===== src/rtl/uart_pkg.sv =====
// Shared definitions for the UART receive-side command decoder.
//   BYTE_W                     width of a UART payload byte
//   CMD_PARITY/STOP/RESET      link-config command bytes
//   SEG_BLANK                  all segments off (active-low)
//   state_e                    decoder FSM states
//   seg_glyph(byte)            byte -> active-low {g,f,e,d,c,b,a} pattern
package uart_pkg;

  localparam int         BYTE_W     = 8;
  localparam logic [7:0] CMD_PARITY = 8'hFE;
  localparam logic [7:0] CMD_STOP   = 8'hFD;
  localparam logic [7:0] CMD_RESET  = 8'hFF;
  localparam logic [6:0] SEG_BLANK  = 7'h7F;

  typedef enum logic [1:0] {
    S_IDLE    = 2'd0,
    S_POP     = 2'd1,
    S_EXEC    = 2'd2,
    S_WAIT_TX = 2'd3
  } state_e;

  // Anything that is neither a digit nor one of the supported letters blanks
  // the display.
  function automatic logic [6:0] seg_glyph(input logic [7:0] b);
    logic [6:0] g;
    case (b)
      8'h30:   g = 7'h40;  // 0
      8'h31:   g = 7'h79;  // 1
      8'h32:   g = 7'h24;  // 2
      8'h33:   g = 7'h30;  // 3
      8'h34:   g = 7'h19;  // 4
      8'h35:   g = 7'h12;  // 5
      8'h36:   g = 7'h02;  // 6
      8'h37:   g = 7'h78;  // 7
      8'h38:   g = 7'h00;  // 8
      8'h39:   g = 7'h10;  // 9
      8'h41:   g = 7'h08;  // A
      8'h42:   g = 7'h03;  // b
      8'h43:   g = 7'h46;  // C
      8'h44:   g = 7'h21;  // d
      8'h45:   g = 7'h06;  // E
      8'h46:   g = 7'h0E;  // F
      8'h48:   g = 7'h09;  // H
      8'h49:   g = 7'h79;  // I
      8'h4C:   g = 7'h47;  // L
      8'h4E:   g = 7'h2B;  // n
      default: g = SEG_BLANK;
    endcase
    return g;
  endfunction

endpackage


===== src/rtl/uart_byte_fifo.sv =====
// Byte FIFO with registered read port.
//   clk, rst_n   clock, asynchronous active-low reset (pointers/count only)
//   push, wdata  write strobe and byte; caller must not push when full
//                unless it pops in the same cycle
//   pop          read strobe; rdata holds the popped byte from the next cycle
//   full, empty  occupancy flags
//   count        bytes currently stored (0 .. 2**DEPTH_LOG2)
module uart_byte_fifo
  import uart_pkg::*;
#(
  parameter int DEPTH_LOG2 = 3
) (
  input  logic                  clk,
  input  logic                  rst_n,
  input  logic                  push,
  input  logic                  pop,
  input  logic [BYTE_W-1:0]     wdata,
  output logic [BYTE_W-1:0]     rdata,
  output logic                  full,
  output logic                  empty,
  output logic [DEPTH_LOG2:0]   count
);

  localparam int DEPTH = 1 << DEPTH_LOG2;

  logic [BYTE_W-1:0]     mem_q [DEPTH];
  logic [BYTE_W-1:0]     rdata_q;
  logic [DEPTH_LOG2-1:0] wr_ptr_q, rd_ptr_q;
  logic [DEPTH_LOG2:0]   count_q;

  // Pointers are exactly DEPTH_LOG2 bits wide, so increments wrap for free.
  always_ff @(posedge clk or negedge rst_n) begin
    if (!rst_n) begin
      wr_ptr_q <= '0;
      rd_ptr_q <= '0;
      count_q  <= '0;
    end else begin
      if (push) wr_ptr_q <= wr_ptr_q + 1'b1;
      if (pop)  rd_ptr_q <= rd_ptr_q + 1'b1;
      case ({push, pop})
        2'b10:   count_q <= count_q + 1'b1;
        2'b01:   count_q <= count_q - 1'b1;
        default: count_q <= count_q;
      endcase
    end
  end

  // Storage and read register carry no reset; pointers define validity.
  always_ff @(posedge clk) begin
    if (push) mem_q[wr_ptr_q] <= wdata;
    if (pop)  rdata_q <= mem_q[rd_ptr_q];
  end

  assign rdata = rdata_q;
  assign count = count_q;
  assign empty = (count_q == '0);
  assign full  = (count_q == (DEPTH_LOG2+1)'(DEPTH));

endmodule


===== src/rtl/uart_rx_cmd_decoder.sv =====
// Buffers bytes from the UART receiver and executes them one at a time:
// digits/letters drive the 7-segment digit, 0xFE/0xFD/0xFF reconfigure the
// link (parity, stop bits, config reset).
// Optional feature macro: UART_ECHO_EN (echo executed bytes to UART TX).
//   CLOCK_50      system clock
//   rst_n         asynchronous active-low reset
//   rx_data       received byte, qualified by rx_valid
//   rx_valid      one-cycle strobe per received byte
//   rx_frame_err  1 = byte had a framing/parity error and is discarded
//   parity_en     1 = even parity bit on the link
//   stop_two      1 = two stop bits on the link
//   hex           active-low segments {g,f,e,d,c,b,a}
//   last_byte     last executed byte
//   overflow      sticky, set when a byte was dropped on a full FIFO
//   fifo_count    bytes buffered
//   tx_data/tx_valid/tx_ready  (UART_ECHO_EN only) valid/ready echo channel
module uart_rx_cmd_decoder
  import uart_pkg::*;
#(
  parameter int DEPTH_LOG2 = 3
) (
  input  logic                CLOCK_50,
  input  logic                rst_n,
  input  logic [7:0]          rx_data,
  input  logic                rx_valid,
  input  logic                rx_frame_err,
  output logic                parity_en,
  output logic                stop_two,
  output logic [6:0]          hex,
  output logic [7:0]          last_byte,
  output logic                overflow,
  output logic [DEPTH_LOG2:0] fifo_count
`ifdef UART_ECHO_EN
  ,
  output logic [7:0]          tx_data,
  output logic                tx_valid,
  input  logic                tx_ready
`endif
);

  state_e     state_q;
  logic       parity_q, stop_q, ovf_q;
  logic [6:0] hex_q;
  logic [7:0] last_q;
`ifdef UART_ECHO_EN
  logic [7:0] tx_data_q;
  logic       tx_valid_q;
`endif

  logic       fifo_full, fifo_empty, fifo_push, fifo_pop, drop;
  logic [7:0] fifo_rdata;
  logic       parity_d, stop_d;
  logic [6:0] hex_d;

  // A byte may enter a full FIFO only when a slot frees up in the same cycle.
  assign fifo_pop  = (state_q == S_POP);
  assign fifo_push = rx_valid & ~rx_frame_err & (~fifo_full | fifo_pop);
  assign drop      = rx_valid & ~rx_frame_err & fifo_full & ~fifo_pop;

  uart_byte_fifo #(
    .DEPTH_LOG2 (DEPTH_LOG2)
  ) u_fifo (
    .clk   (CLOCK_50),
    .rst_n (rst_n),
    .push  (fifo_push),
    .pop   (fifo_pop),
    .wdata (rx_data),
    .rdata (fifo_rdata),
    .full  (fifo_full),
    .empty (fifo_empty),
    .count (fifo_count)
  );

  // Effect of executing the byte currently in the FIFO read register.
  always_comb begin
    parity_d = parity_q;
    stop_d   = stop_q;
    hex_d    = hex_q;
    case (fifo_rdata)
      CMD_PARITY: parity_d = ~parity_q;
      CMD_STOP:   stop_d   = ~stop_q;
      CMD_RESET: begin
        parity_d = 1'b0;
        stop_d   = 1'b0;
        hex_d    = SEG_BLANK;
      end
      default:    hex_d    = seg_glyph(fifo_rdata);
    endcase
  end

  always_ff @(posedge CLOCK_50 or negedge rst_n) begin
    if (!rst_n) begin
      state_q    <= S_IDLE;
      parity_q   <= 1'b0;
      stop_q     <= 1'b0;
      hex_q      <= SEG_BLANK;
      last_q     <= 8'h00;
      ovf_q      <= 1'b0;
`ifdef UART_ECHO_EN
      tx_data_q  <= 8'h00;
      tx_valid_q <= 1'b0;
`endif
    end else begin
      case (state_q)
        S_IDLE: if (!fifo_empty) state_q <= S_POP;
        S_POP:  state_q <= S_EXEC;
        S_EXEC: begin
          last_q   <= fifo_rdata;
          parity_q <= parity_d;
          stop_q   <= stop_d;
          hex_q    <= hex_d;
          if (fifo_rdata == CMD_RESET) ovf_q <= 1'b0;
`ifdef UART_ECHO_EN
          // Config commands (0xFD..0xFF) are consumed silently.
          if (fifo_rdata < CMD_STOP) begin
            tx_data_q  <= fifo_rdata;
            tx_valid_q <= 1'b1;
            state_q    <= S_WAIT_TX;
          end else begin
            state_q    <= S_IDLE;
          end
`else
          state_q  <= S_IDLE;
`endif
        end
        S_WAIT_TX: begin
`ifdef UART_ECHO_EN
          if (tx_ready) begin
            tx_valid_q <= 1'b0;
            state_q    <= S_IDLE;
          end
`else
          state_q <= S_IDLE;
`endif
        end
        default: state_q <= S_IDLE;
      endcase
      // A drop in the same cycle as a 0xFF execute still leaves the flag set.
      if (drop) ovf_q <= 1'b1;
    end
  end

  assign parity_en = parity_q;
  assign stop_two  = stop_q;
  assign hex       = hex_q;
  assign last_byte = last_q;
  assign overflow  = ovf_q;
`ifdef UART_ECHO_EN
  assign tx_data   = tx_data_q;
  assign tx_valid  = tx_valid_q;
`endif

endmodule


===== config.mk =====
export PLATFORM = sky130hd
export DESIGN_NAME = uart_rx_cmd_decoder
export DESIGN_NICKNAME = d
export VERILOG_FILES = /design/src/rtl/uart_pkg.sv /design/src/rtl/uart_byte_fifo.sv /design/src/rtl/uart_rx_cmd_decoder.sv
export SDC_FILE = /design/constraint.sdc
export NUM_CORES = 1
export LEC_CHECK = 0
export CAP_MARGIN = 20
export CORE_MARGIN = 2
export CORE_UTILIZATION = 50
export CTS_CLUSTER_DIAMETER = 100
export DETAILED_ROUTE_END_ITERATION = 10
export PLACE_DENSITY = 0.76
export SLEW_MARGIN = 25
export SYNTH_ARGS = -nofsm -noshare
export SYNTH_HDL_FRONTEND = slang
export SYNTH_SLANG_ARGS = --single-unit

===== constraint.sdc =====
create_clock -name CLOCK_50 -period 6.7 [get_ports CLOCK_50]
set_input_delay 2.01 -clock CLOCK_50 [delete_from_list [all_inputs] [get_ports CLOCK_50]]
set_output_delay 2.01 -clock CLOCK_50 [all_outputs]
set_load 0.01 [all_outputs]

Word level (Yosys, flattened, before mapping)
Memories as Yosys holds them, arrays and structs flattened. A register that Yosys moved wholly into a read port is not among the register bits.
Cells that the tools add are included.
{"block": "totals", "regBits": 30, "ramBits": 64, "inputBits": 12, "out_inout_bits": 22, "mem_count": 1}
{"memory": "u_fifo.mem_q", "depth": 8, "width": 8, "read_ports": 1, "rd_ports_with_merged_regs": 1, "wr": 1, "line_no": "uart_byte_fifo.sv:26", "source": "logic [BYTE_W-1:0] mem_q [DEPTH];"}
{"block": "classes", "addsub": 4, "eq_ne": 30, "muxes": 12, "bitwise_logic": 11, "n_reduce_logical": 14}
{"cell": "$pmux W7 S19", "count": 1}
{"cell": "$eq A8 B6 Y1 const B", "count": 10}
{"cell": "$eq A8 B7 Y1 const B", "count": 10}
{"cell": "$eq A8 B8 Y1 const B", "count": 3}
{"cell": "$pmux W7 S2", "count": 1}
{"cell": "$reduce_bool A2 Y1", "count": 5}
{"cell": "$pmux W4 S2", "count": 1}
{"cell": "$reduce_and A2 Y1", "count": 4}
{"cell": "$add A3 B1 Y3 const B", "count": 2}
{"cell": "$eq A2 B2 Y1 const B", "count": 3}
{"cell": "$not A1 Y1", "count": 6}
{"cell": "$pmux W2 S3", "count": 1}
{"cell": "$reduce_or A2 Y1", "count": 3}
{"cell": "$mux W1", "count": 5}
{"cell": "$add A4 B1 Y4 const B", "count": 1}
{"cell": "$and A1 B1 Y1", "count": 4}
{"cell": "$eq A2 B1 Y1 const B", "count": 2}
{"cell": "$eq A4 B4 Y1 const B", "count": 1}
{"cell": "$logic_not A4 Y1", "count": 1}
{"cell": "$pmux W1 S2", "count": 2}
{"cell": "$sub A4 B1 Y4 const B", "count": 1}
{"cell": "$logic_not A2 Y1", "count": 1}
{"cell": "$mux W2", "count": 1}
{"cell": "$ne A2 B2 Y1 const B", "count": 1}
{"cell": "$or A1 B1 Y1", "count": 1}

Logic depth before layout (Yosys ltp)
{"block": "depth", "word_depth": 6, "depth_mapped": 11, "mapped_depth_nobuf": 11}

Modules after synthesis
Synthesis repeated with hierarchy kept, for this count alone.
{"block": "hier_totals", "hier_cells": 306, "area_unflattened_um2": 4684.5}
{"mod": "uart_byte_fifo", "n_inst": 1, "cells_each": 155, "area_per_inst_um2": 3280.6, "seq_area_each_um2": 2412.3}
{"mod": "uart_rx_cmd_decoder", "n_inst": 1, "cells_each": 151, "area_per_inst_um2": 1403.8, "seq_area_each_um2": 509.2}

Least setup slack after synthesis
No wires, ideal clock.
{"block": "synth_path", "path_type": "input -> register", "from": "input port rx_frame_err", "to": "register u_fifo.count_q[3], in the netlist u_fifo.count[3]", "arrival_ns": 3.633, "required_time_ns": 6.572, "slack_ns": 2.939, "stages": 10, "path_buffers": 0, "path_cell_list": "nand2b_1 -> nor2b_1 -> inv_1 -> ha_1 -> ha_1 -> a21o_1 -> a21oi_1 -> xnor2_1 -> nor2_1 -> xor2_1"}
{"block": "synth_between", "elab_chain_cells": 5, "elab_cells_between_ends": 7, "classes_between": "eq/ne: 2; mux: 1; bitwise: 3; reduce/logical: 1"}
{"element": "from (decl)", "line_no": "uart_rx_cmd_decoder.sv:26", "source": "input logic rx_frame_err,"}
{"element": "$not A1 Y1 *", "line_no": "uart_rx_cmd_decoder.sv:57", "source": "assign fifo_push = rx_valid & ~rx_frame_err & (~fifo_full | fifo_pop);"}
{"element": "$and A1 B1 Y1 * (2 in a row)", "line_no": "uart_rx_cmd_decoder.sv:57"}
{"element": "$eq A2 B1 Y1 or $eq A2 B2 Y1 (tied branches)", "line_no": "uart_byte_fifo.sv:40", "source": "case ({push, pop})"}
{"element": "$pmux W4 S2 or $reduce_bool A2 Y1 (tied branches)"}
{"element": "to (signal assigned)", "line_no": "uart_byte_fifo.sv:41", "source": "2'b10: count_q <= count_q + 1'b1;"}
{"element": "to (signal assigned)", "line_no": "uart_byte_fifo.sv:42", "source": "2'b01: count_q <= count_q - 1'b1;"}
{"element": "to (signal assigned)", "line_no": "uart_byte_fifo.sv:43", "source": "default: count_q <= count_q;"}
{"element": "to (decl)", "line_no": "uart_byte_fifo.sv:29", "source": "logic [DEPTH_LOG2:0] count_q;"}
Every way passes the cells marked *; elsewhere a longest branch is shown, timed or not.
A chain may end at the register's enable or synchronous reset.

Worst setup path after layout
Ends and elaborated chain as after synthesis.

==> reports/qor.yml <==
place:
  place_congestion: 0.8690
  io_buffer_count: 33
  dp_slack_ns: 2.162
  hpwl_mm: 5.495
clocking:
  clk_pin_slew_ns: 0.10
  numCtsBuffers: 9
  clockBufferDepth: 2
  clk-insertion-delay-late_ns: 0.37
  cts_sinks: 102
  tritoncts: "done"
  ctsResizeCount: 0
  cts_root_buf: "clkbuf_8"
  post_cts_buffers: 0
  cts_hold_buffers: 0
  htreeDepth: 3
logic_synthesis:
  synth_area_leader_cell: "edfxtp_1"
  synthDistinctLibCells: 52
  synthArstFlopShare_pct: 29.41
  synth.top_cells.by_count: "72 x edfxtp_1, 23 x dfrtp_1, 21 x nand2_1"
  synth_warnings: 0
  synthFlopType: "edfxtp_1"
  synth-seq-cells: 102
  syn_nets: 313
  synth_area_leaders: "edfxtp_1 48%, dfrtp_1 13%, mux4_2 8.0%"
  synthesis.instances: 295
  syn-cell-area_um2: 4479
  seq_area_frac_synth_pct: 65.22
  yosysTopAreaCellShare_pct: 48.27
  synth.most_common_cell: "edfxtp_1"
  avgSynthCellArea_um2: 15.18
  synth_edf_count: 72
detailed_routing:
  drtIter0Drc: 134
  vias: 2544
  drc: 0
  drt-total-wl_mm: 8.082
  antenna_left: 0
  via_per_inst: 5.822
  wire_per_inst_um: 18.49
  first_pass_iters: 5
floorplanning:
  io_pins: 34
  fp.dieArea_um2: 9732
  die_h_um: 98.65
  fp-row-count: 34
  start_util_pct: 51.36
  die_w_um: 98.65
  core_area_um2: 8721
grt:
  grt_pass1_vias: 2561
  grt_max_degree: 31
  grt_overflow: 0
  grt_pass1_wl_mm: 13.30
  antenna_found_initial: 0
  grt_use_total_pct: 17.97
setup_path:
  crit_slowest_cell: "clkdlybuf4s50_1"
  crit_path_end_kind: "flip-flop"
  worstPathArrival_ns: 4.25
  worst_setup_path_start_kind: "input pin"
  required_ns: 6.96
  cp_common_cell: "ha_1"
  crit_type: "in -> reg"
  critPathMaxStageDelay_ns: 0.38
  crit_chain: "clkdlybuf4s50_1, nand2b_1, nor2b_1, inv_1, ha_1, ha_1, a21o_1, a21oi_1, xnor2_1, nor2_1, xor2_1"
  critPathMaxFanout: 5
power_and_ir_drop:
  pwr-share-comb_pct: 33.7
  switching_share_pct: 34.64
  clock_power_share_pct: 18.0
  p_leak_nw: 1.756
  pwr-share-seq_pct: 48.3
  p_switching_mw: 0.7772
  internal_power_mw: 1.466
  power_mw: 2.243
  powerDensity_nw_per_um2: 437.8
  peakVddDrop_mv: 0.1818
timing:
  fin_skew_ns: 0.006701
  period_minus_slack_ns: 3.989
  setup_ws_ns: 2.711
  grt_setup_unrepaired: "false"
  layout_worst_path_cycle_share_pct: 59.54
  maxSlewHeadroom_pct: 47.61
  slew_viol_final: 0
  finalHoldViolCount: 0
  tns_ns: 0
  finalSetupViolations: 0
  tightest_slew_ns: 0.7829
  max_freq_mhz: 250.7
run:
  max-cap-violations: 0
finish:
  final_layout_size_suffix_gt1_share_pct: 19.45
  syn2layout_area_growth_pct: 14.41
  num_antenna_cells: 0
  nFillCells: 667
  finalNetCount: 342
hold_path:
  hp-class: "reg -> reg"
outcome:
  status: "finished clean"
==> stage by stage <==
step / utilization (%) / hold slack, ns / cells / instance area (um2)
floorplan: - / 0.4345 / 295 / 4479
global placement: 55.95 / 0.4572 / 421 / 4880
detailed placement: 56.18 / 0.4608 / 421 / 4900
CTS: 58.64 / 0.4799 / 437 / 5114
global route: 58.77 / 0.5022 / 437 / 5125
finish: 58.77 / 0.4791 / 437 / 5125
==> cells in the final DEF, fill, tap and decap left out, types with 3 or more instances in the layout <==
| cell type | instances |
|---|---|
| nor2b_1 | 4 |
| inv_1 | 7 |
| ha_1 | 5 |
| a211oi_1 | 3 |
| nand2_1 | 21 |
| nor3_1 | 6 |
| o21ai_0 | 9 |
| o31ai_1 | 3 |
| nor4_1 | 3 |
| dfrtp_1 | 22 |
| nand4_1 | 3 |
| dfstp_2 | 7 |
| xnor2_1 | 9 |
| o22a_1 | 3 |
| a21oi_1 | 10 |
| nor2_1 | 14 |
| xor2_1 | 4 |
| mux4_2 | 16 |
| edfxtp_1 | 72 |
| nand3_1 | 3 |
| clkbuf_8 | 9 |
| nor3b_2 | 4 |
| mux2_2 | 16 |
| clkdlybuf4s50_1 | 33 |
| nand2b_1 | 3 |
==> registers in the layout, summed over array words and instances, names as in the netlist <==
register         flops
parity_en            1
stop_two             1
hex                  7
u_fifo.rd_ptr_q      3
overflow             1
u_fifo.rdata         8
state_q              2
u_fifo.wr_ptr_q      3
u_fifo.mem_q        64
u_fifo.count         4
last_byte            8
==> routing by layer <==
| layer | track usage [%] | share of wire [%] |
|---|---|---|
| met5 | 0 | 0 |
| met4 | 5.374 | 1.6 |
| met3 | 4.894 | 3.5 |
| met2 | 30.40 | 52 |
| met1 | 22.89 | 43 |
==> logic make-up (layout without fill, tap and decap cells) <==
group,count (synthesis),in the layout,synth area share (%)
xor gates and xnor gates,13,13,2.542
and+or+nand+nor,71,71,8.631
buffers and inverters,24,58,2.291
AOI/OAI and AO/OA,46,46,7.179
muxes,33,33,12.29
DFF,102,102,65.22
adders and majority gates,6,6,1.844
==> worst max-delay path: cells and delay by family <==
family	cells	cell delay [ns]
simple gates	3	0.55
buf+inv	2	0.53
fa+ha+maj	2	0.53
compound gates	2	0.35
xor+xnor	2	0.29
==> power groups by stage <==
stage,Combinational [mW],Sequential (mW),Clock (mW)
after detailed placement,0.758,1.09,0
after global placement,0.744,1.08,0
final,0.756,1.08,0.405
after floorplan,0.610,0.976,0
after CTS,0.763,1.08,0.418
after global routing,0.832,1.12,0.440
==> path summary, 6_finish.rpt <==
check                             startpoint               to  slack [ns]  cells after the start
worst max-delay path            rx_frame_err  u_fifo.count[3]        2.71                     11
worst min-delay path              state_q[1]       state_q[1]        0.48                      1
worst max register to register    state_q[1]  u_fifo.count[3]        3.72                     11
worst min register to register    state_q[1]       state_q[1]        0.48                      1
max in group asynchronous              rst_n           hex[3]        4.37                      2
min in group asynchronous              rst_n  u_fifo.count[2]        2.01                      2
==> area by class of cell <==
class | instances | area [um2] | share of cell area [%]
clock buffer | 10 | 127.6 | 2.490
sequential | 102 | 2923 | 57.03
clock inverter | 6 | 86.33 | 1.685
tap | 108 | 135.1 | 2.637
inverter | 8 | 30.03 | 0.5859
multi-input combinational | 169 | 1485 | 28.98
timing repair buffer | 34 | 337.8 | 6.592
Note: power is estimated with default switching activity, not from simulation.
